===== config.mk =====
export PLATFORM = sky130hd
export DESIGN_NAME = fpu_lane_arb
export DESIGN_NICKNAME = d
export VERILOG_FILES = /design/src/rtl/fpu_lane_arb.sv
export SDC_FILE = /design/constraint.sdc
export NUM_CORES = 1
export LEC_CHECK = 0
export CORE_UTILIZATION = 42
export CTS_BUF_LIST = sky130_fd_sc_hd__clkbuf_8
export CTS_CLUSTER_DIAMETER = 30
export DETAILED_ROUTE_END_ITERATION = 6
export PLACE_DENSITY = 0.82
export SYNTH_ARGS = -nofsm -noshare
export SYNTH_HDL_FRONTEND = slang
export SYNTH_SLANG_ARGS = --single-unit
export TNS_END_PERCENT = 30

===== constraint.sdc =====
create_clock -name clock -period 2.6 [get_ports clock]
set_input_delay 0.52 -clock clock [delete_from_list [all_inputs] [get_ports clock]]
set_output_delay 0.52 -clock clock [all_outputs]
set_load 0.01 [all_outputs]

===== src/rtl/fpu_lane_arb.sv =====
// Two-lane round-robin arbiter for a shared FPU with per-op-class latency timing.
// Build option: JX2_FPUARB_FASTMUL_EN shortens MUL latency from 6 to 4 cycles.
//
// state | meaning
// IDLE  | no operation in flight; a valid lane may be granted this cycle
// EXEC  | FPU owned by fpuSel; counter runs down to the done cycle
module fpu_lane_arb (
  input  logic       clock,
  input  logic       reset,
  input  logic [1:0] reqValid,
  input  logic [2:0] reqOpA,
  input  logic [2:0] reqOpB,
  input  logic       flush,
  output logic       fpuStart,
  output logic       fpuSel,
  output logic [2:0] fpuOp,
  output logic [1:0] doneValid,
  output logic [1:0] busyHold
);

  typedef enum logic {IDLE, EXEC} state_t;

  state_t     state, stateNext;
  logic [2:0] count, countNext;
  logic       ptr, ptrNext;
  logic       startNext;
  logic       selNext;
  logic [2:0] opNext;
  logic [1:0] arbReq;
  logic       grantLane;
  logic       done;

  function automatic logic [2:0] opLatency(input logic [2:0] opClass);
    case (opClass)
      3'd0, 3'd1: opLatency = 3'd6;
`ifdef JX2_FPUARB_FASTMUL_EN
      3'd2:       opLatency = 3'd4;
`else
      3'd2:       opLatency = 3'd6;
`endif
      3'd3:       opLatency = 3'd2;
      3'd4:       opLatency = 3'd4;
      default:    opLatency = 3'd1;
    endcase
  endfunction

  always_comb begin
    stateNext = state;
    countNext = count;
    ptrNext   = ptr;
    selNext   = fpuSel;
    opNext    = fpuOp;
    startNext = 1'b0;
    done      = 1'b0;
    arbReq    = 2'b00;
    grantLane = 1'b0;

    case (state)
      IDLE: begin
        if (!flush) arbReq = reqValid;
      end
      EXEC: begin
        if (flush) begin
          stateNext = IDLE;
        end else if (count == 3'd0) begin
          // Completion cycle: the finishing lane is masked so the other can issue back-to-back.
          done      = 1'b1;
          arbReq    = reqValid & ~{fpuSel, ~fpuSel};
          stateNext = IDLE;
        end else begin
          countNext = count - 3'd1;
        end
      end
      default: stateNext = IDLE;
    endcase

    if (arbReq != 2'b00) begin
      grantLane = (arbReq == 2'b11) ? ptr : arbReq[1];
      stateNext = EXEC;
      selNext   = grantLane;
      opNext    = grantLane ? reqOpB : reqOpA;
      countNext = opLatency(opNext) - 3'd1;
      ptrNext   = ~grantLane;
      startNext = 1'b1;
    end
  end

  always_ff @(posedge clock or negedge reset) begin
    if (!reset) begin
      state    <= IDLE;
      count    <= 3'd0;
      ptr      <= 1'b0;
      fpuStart <= 1'b0;
      fpuSel   <= 1'b0;
      fpuOp    <= 3'd0;
    end else begin
      state    <= stateNext;
      count    <= countNext;
      ptr      <= ptrNext;
      fpuStart <= startNext;
      fpuSel   <= selNext;
      fpuOp    <= opNext;
    end
  end

  assign doneValid = {done & fpuSel, done & ~fpuSel};
  assign busyHold  = reqValid & ~doneValid;

endmodule

==> results.toml, run 1 <==
[routing]
firstDrtPassIters = 4
totalWireLength_um = 1870
drtAntennaViolNets = 0
vias = 716
drc = 0
routedWlPerCell_um = 13.7
drtIter0Drc = 21
drt-vias-per-instance = 5.26

[run_status]
outcome = "finished clean"

[setup_path]
cpPeakStageDelay_ps = 500
worstPathRequired_ps = 2750
cp_slowest_cell = "or4_1"
crit_family = "simple AND/OR/NAND/NOR gates"
critPathArrivalTime_ps = 2650
worstPathMaxFanout = 4
path_buf_inv = 2
crit_path_frequent_cell = "mux2i_1"
worst-setup-path-type = "in -> reg"
critPathCaptureType = "flop"
start_kind = "input pin"
cp_cell_sequence = "clkdlybuf4s50_1, and2b_2, nand4_4, mux2i_1, mux2i_1, ha_1, inv_1, or4_1, o211a_1, a31oi_1"
rrSetupSlack_ps = 130

[clocking]
path_clk_slew_ps = 50
cts_made_buffers = 3
clockRootBuffer = "clkbuf_8"
clkSinkCount = 10
clock_latency_ps = 230
ctsHoldBuffers = 0
cts_tree = "done"
clk_path_buf_depth = 2
post_cts_buffers = 0
h-tree-depth = 1

[synth]
synth-seq-cells = 10
syn_nets = 85
synth_cell_types = 35
async_flop_share_pct = 100
synth_warnings = 0
seq_area_frac_synth_pct = 32.5
synth_area_per_cell_um2 = 10.5
synthFlopType = "dfrtp_1"
synth_edf_count = 0
netlist_instances = 73
synth_area_um2 = 769

[placed_design]
portBuffers = 19
gp_congestion = 0.873
hpwl_um = 1490
pre_cts_slack_ps = -331
postPlaceCellArea_um2 = 1110
dpl.cell_count = 132

[sta]
fin_crit_ps = 2500
finalSetupTns_ps = 0
report.final.slew_viol_count = 0
fin_skew_ps = 4.27
slew_headroom_pct = 68.4
clock.fmax_mhz = 401
setup_slack_ps = 105
finalCritPeriodShare_pct = 96.0
finalHoldViolations = 0
hold_slack_ps = 523
setup_viol = 0
rsz0062_at_grt = "no"
worstMarginPinSlew_ps = 473

[global_routing]
grt_max_degree = 11
grt_busiest_layer = "met2"
antenna_found_initial = 0
grt_pass1_vias = 737
grt.total_usage_pct = 20.7
grtUsageMet1_pct = 24.4
groute.layer.met2.usage_pct = 38.8
grt_overflow_total = 0
use_met3_pct = 1.20
grt_pass1_wl_um = 3030

[finish]
drive_above_1_share_pct = 30.6
fin_nets = 124
utilization_pct = 68.7
final.fill_count = 136
area_growth_pct = 54.1
num_antenna_cells = 0
fin_cells = 136
stdcell_area_um2 = 1190

[power]
powerDensity_nw_per_um2 = 947
power_mw = 1.12
vdd_ir_drop_max_v = 0.000610
p_leak_nw = 0.548

[die]
die_w_um = 44.8
rows = 15
dieArea_um2 = 2010
pin_count = 20
die_h_um = 44.8
initial_core_util_pct = 44.6
core-area_um2 = 1730

[min_path]
hp-class = "reg -> reg"

[flow_run]
cap_viol_max_count = 0
-- cell type report --
class                           count  area [um^2]  area share, %
Clock buffer                        4         55.1           4.64
Multi-Input combinational cell     57          515           43.5
Timing Repair Buffer               35          315           26.6
Inverter                            5         18.8           1.58
Sequential cell                    10          250           21.1
Tap cell                           25         31.3           2.64
-- path summary, 6_finish.rpt --
kind	start	endpoint	cells after the start
min in group asynchronous	reset	fpuStart$_DFF_PN0_	1
setup reg to reg	count[1]$_DFFE_PN0P_	count[2]$_DFFE_PN0P_	9
setup / recovery	flush	count[2]$_DFFE_PN0P_	10
hold / removal	fpuOp[1]$_DFFE_PN0N_	fpuOp[1]$_DFFE_PN0N_	1
hold reg to reg	fpuOp[1]$_DFFE_PN0N_	fpuOp[1]$_DFFE_PN0N_	1
max in group asynchronous	reset	ptr$_DFFE_PN0N_	1
-- placed cells by master (no fill, tap or decap), types with 2 or more instances in the layout --
cell,n
nor2b_1,2
dlygate4sd2_1,2
clkdlybuf4s50_1,14
a21oi_1,3
mux2_1,2
inv_1,5
mux2i_1,9
nor2_1,2
dlymetal6s2s_1,3
nand2_1,3
nor3_1,3
buf_4,16
nor3_2,2
mux2_4,2
o21ai_0,5
dfrtp_1,10
clkbuf_8,4
-- cell usage after synthesis, types with 2 or more instances --
master	number	share of area [%]
dfrtp_1	10	33
nor2b_1	2	1.6
o21ai_0	5	3.3
nor3_1	5	3.3
mux2_1	2	2.9
mux2i_1	9	12
mux2_4	2	3.9
nand2b_1	2	1.6
nor2_1	2	0.98
inv_1	5	2.4
a21oi_1	3	2.0
nand2_1	3	1.5
-- what timing repair did --
| action | in CTS | in global routing |
|---|---|---|
| setup endpoints to repair | 2 | 4 |
| resized for setup | 3 | 6 |
| gates cloned | 0 | 0 |
-- worst reg2reg max path, stage by stage, from the launching register on --
cell     delay, ps
dfrtp_1        370
or3_4          420
o22a_4         290
nor2_8         120
mux2i_1        220
ha_1           160
inv_1           40
or4_1          500
o211a_1        130
a31oi_1        140
-- where the power goes --
part           switching (mW)  internal [mW]  total [mW]
clock network          0.0569          0.133       0.190
registers              0.0609          0.230       0.291
logic                   0.302          0.341       0.644
-- routing by layer --
metal,vias up,routed length [um]
met5,-,0
met4,0,23
met3,4,89
met2,33,970
met1,330,784
li1,349,-
-- cell families after synthesis --
| logic type | Yosys count | share of synthesized area (%) |
|---|---|---|
| adders and majority gates | 2 | 2.93 |
| buffers and inverters | 6 | 3.09 |
| and+or+nand+nor | 22 | 20.8 |
| DFF | 10 | 32.5 |
| AOI/OAI and AO/OA | 19 | 20.7 |
| muxes | 14 | 20.0 |
-- sequential cells by signal, indices dropped and copies added, names as in the netlist --
name and count:
fpuSel 1, state 1, count 3, fpuOp 3
fpuStart 1, ptr 1
Note: power is estimated with default switching activity, not from simulation.
==> run 2: changes to the inputs <==
--- a/config.mk
+++ b/config.mk
@@ -5,6 +5,7 @@
 export SDC_FILE = /design/constraint.sdc
 export NUM_CORES = 1
 export LEC_CHECK = 0
+export CORE_MARGIN = 2
 export CORE_UTILIZATION = 42
 export CTS_BUF_LIST = sky130_fd_sc_hd__clkbuf_8
 export CTS_CLUSTER_DIAMETER = 30
==> results.toml, run 2 (synthesized netlist as in run 1, its figures left out) <==
[placed_design]
gp_congestion = 0.804
portBuffers = 19
hpwl_um = 1480

[routing]
vias = 761
firstDrtPassIters = 4
drc = 0
drtAntennaViolNets = 0
drt-vias-per-instance = 5.32
drtIter0Drc = 8
totalWireLength_um = 2080
routedWlPerCell_um = 14.6

[finish]
area_growth_pct = 59.4
drive_above_1_share_pct = 34.7
num_antenna_cells = 0
ff_latch_area_um2 = 250
most-common-layout-cells = "23 x buf_4, 16 x clkdlybuf4s50_1, 10 x dfrtp_1, 7 x mux2i_1"
multi_input_area_um2 = 508
fin_nets = 131
top_regs = "count x3, fpuOp x3"
final.fill_count = 136
layout_commonest_cell = "buf_4"

[sta]
setup_viol = 0
rsz0062_at_grt = "no"
finalHoldViolations = 0
fin_skew_ps = 2.06
finalCritPeriodShare_pct = 95.7
fin_crit_ps = 2490
slew_headroom_pct = 68.5
report.final.slew_viol_count = 0
worstMarginPinSlew_ps = 471
hold_slack_ps = 522
clock.fmax_mhz = 402

[global_routing]
grt.total_usage_pct = 20.3
grt_pass1_vias = 688
antenna_found_initial = 0
grt_pass1_wl_um = 2990
grt_max_degree = 11
grt_overflow_total = 0

[clocking]
clock_latency_ps = 240
cts_made_buffers = 3
path_clk_slew_ps = 50
cts_tree = "done"
clk_path_buf_depth = 2
clkSinkCount = 10
clockRootBuffer = "clkbuf_8"
h-tree-depth = 1
ctsHoldBuffers = 0

[setup_path]
critPathArrivalTime_ps = 2650
cpPeakStageDelay_ps = 410
worstPathRequired_ps = 2760
cp_cell_sequence = "or3_4, o22a_4, nor2_8, mux2i_2, ha_2, inv_1, or4_1, o211a_1, a31oi_1"
r2r_cells = 9
start_kind = "flop"
critPathCaptureType = "flop"
rrSetupSlack_ps = 110
cp_slowest_cell = "or3_4"
crit_path_end = "count[2]$_DFFE_PN0P_"
r2r-end = "count[2]$_DFFE_PN0P_"
worstPathMaxFanout = 4
worst-setup-path-type = "reg -> reg"
startpoint = "count[2]$_DFFE_PN0P_"
r2r_start = "count[2]$_DFFE_PN0P_"

[die]
rows = 15
initial_core_util_pct = 44.6
core-area_um2 = 1730
die_h_um = 46.8
pin_count = 20
die_w_um = 46.8
dieArea_um2 = 2190

[power]
p_int_uw = 744
p_sw_uw = 446
powerDensity_nw_per_um2 = 971
clkPwrFrac_pct = 16.5
vdd_ir_drop_max_v = 0.000639
p_seq_share_pct = 24.4
pwr-share-comb_pct = 59.0
power_mw = 1.19
p_leak_nw = 0.547
p_sw_share_pct = 37.5

[run_status]
outcome = "finished clean"

[flow_run]
cap_viol_max_count = 0

[min_path]
hp-class = "reg -> reg"
==> run 2: final cells by class <==
class,instances,area share (%)
clock buffer,4,4.49
inverter,5,1.53
multi-input combinational,57,41.4
sequential,10,20.4
tap,25,2.55
timing repair buffer,42,29.6
==> run 2: layer usage <==
metal	GRT usage, %	wire (um)	vias up
met1	22.5	855	349
li1	-	-	364
met4	11.7	70	0
met3	1.54	105	8
met5	0	0	-
met2	37.5	1050	40
==> run 2: worst min-delay path by stage <==
stage                               from                    to  slack, ps  cells after the start
finish              fpuOp[1]$_DFFE_PN0N_  fpuOp[1]$_DFFE_PN0N_        520                      1
global route        fpuOp[1]$_DFFE_PN0N_  fpuOp[1]$_DFFE_PN0N_        540                      1
CTS                 fpuOp[1]$_DFFE_PN0N_  fpuOp[1]$_DFFE_PN0N_        520                      1
detailed placement  fpuOp[1]$_DFFE_PN0N_  fpuOp[1]$_DFFE_PN0N_        490                      1
global placement    fpuOp[0]$_DFFE_PN0N_  fpuOp[0]$_DFFE_PN0N_        500                      1
floorplan                          reset  count[0]$_DFFE_PN0P_        220                      0
==> run 2: what timing repair did <==
action                                  4_1_cts  5_1_grt
setup buffers                                 0        7
gates cloned                                  0        0
endpoints found under the setup margin        1        5
pin swaps                                     1        7
resized for setup                             4        3
==> run 2: power by group through the flow <==
stage | combinational, mW | clock [mW] | sequential [mW]
2_1_floorplan | 0.319 | 0 | 0.324
3_3_place_gp | 0.608 | 0 | 0.286
3_5_place_dp | 0.628 | 0 | 0.289
4_1_cts | 0.639 | 0.196 | 0.290
5_1_grt | 0.755 | 0.204 | 0.301
6_report | 0.703 | 0.197 | 0.291
==> run 2: per-stage QoR <==
step | instance area [um^2] | instances | setup TNS [ps] | setup slack, ps | util [%]
6_report | 1230 | 143 | 0 | 112 | 71.0
4_1_cts | 1160 | 136 | 0 | 1.17 | 67.4
2_1_floorplan | 769 | 73 | 0 | 117 | -
5_1_grt | 1230 | 143 | 0 | 21.9 | 71.0
3_5_place_dp | 1110 | 132 | -323 | -323 | 64.1
3_3_place_gp | 1110 | 132 | -234 | -234 | 64.1
==> run 2: worst max-delay path: cells and delay by family (launching register included) <==
| kind | cells | cell delay [ps] |
|---|---|---|
| AOI/OAI and AO/OA | 3 | 510 |
| buffers and inverters | 1 | 40 |
| adders and majority gates | 1 | 220 |
| and+or+nand+nor | 3 | 960 |
| DFF | 1 | 370 |
| muxes | 1 | 300 |
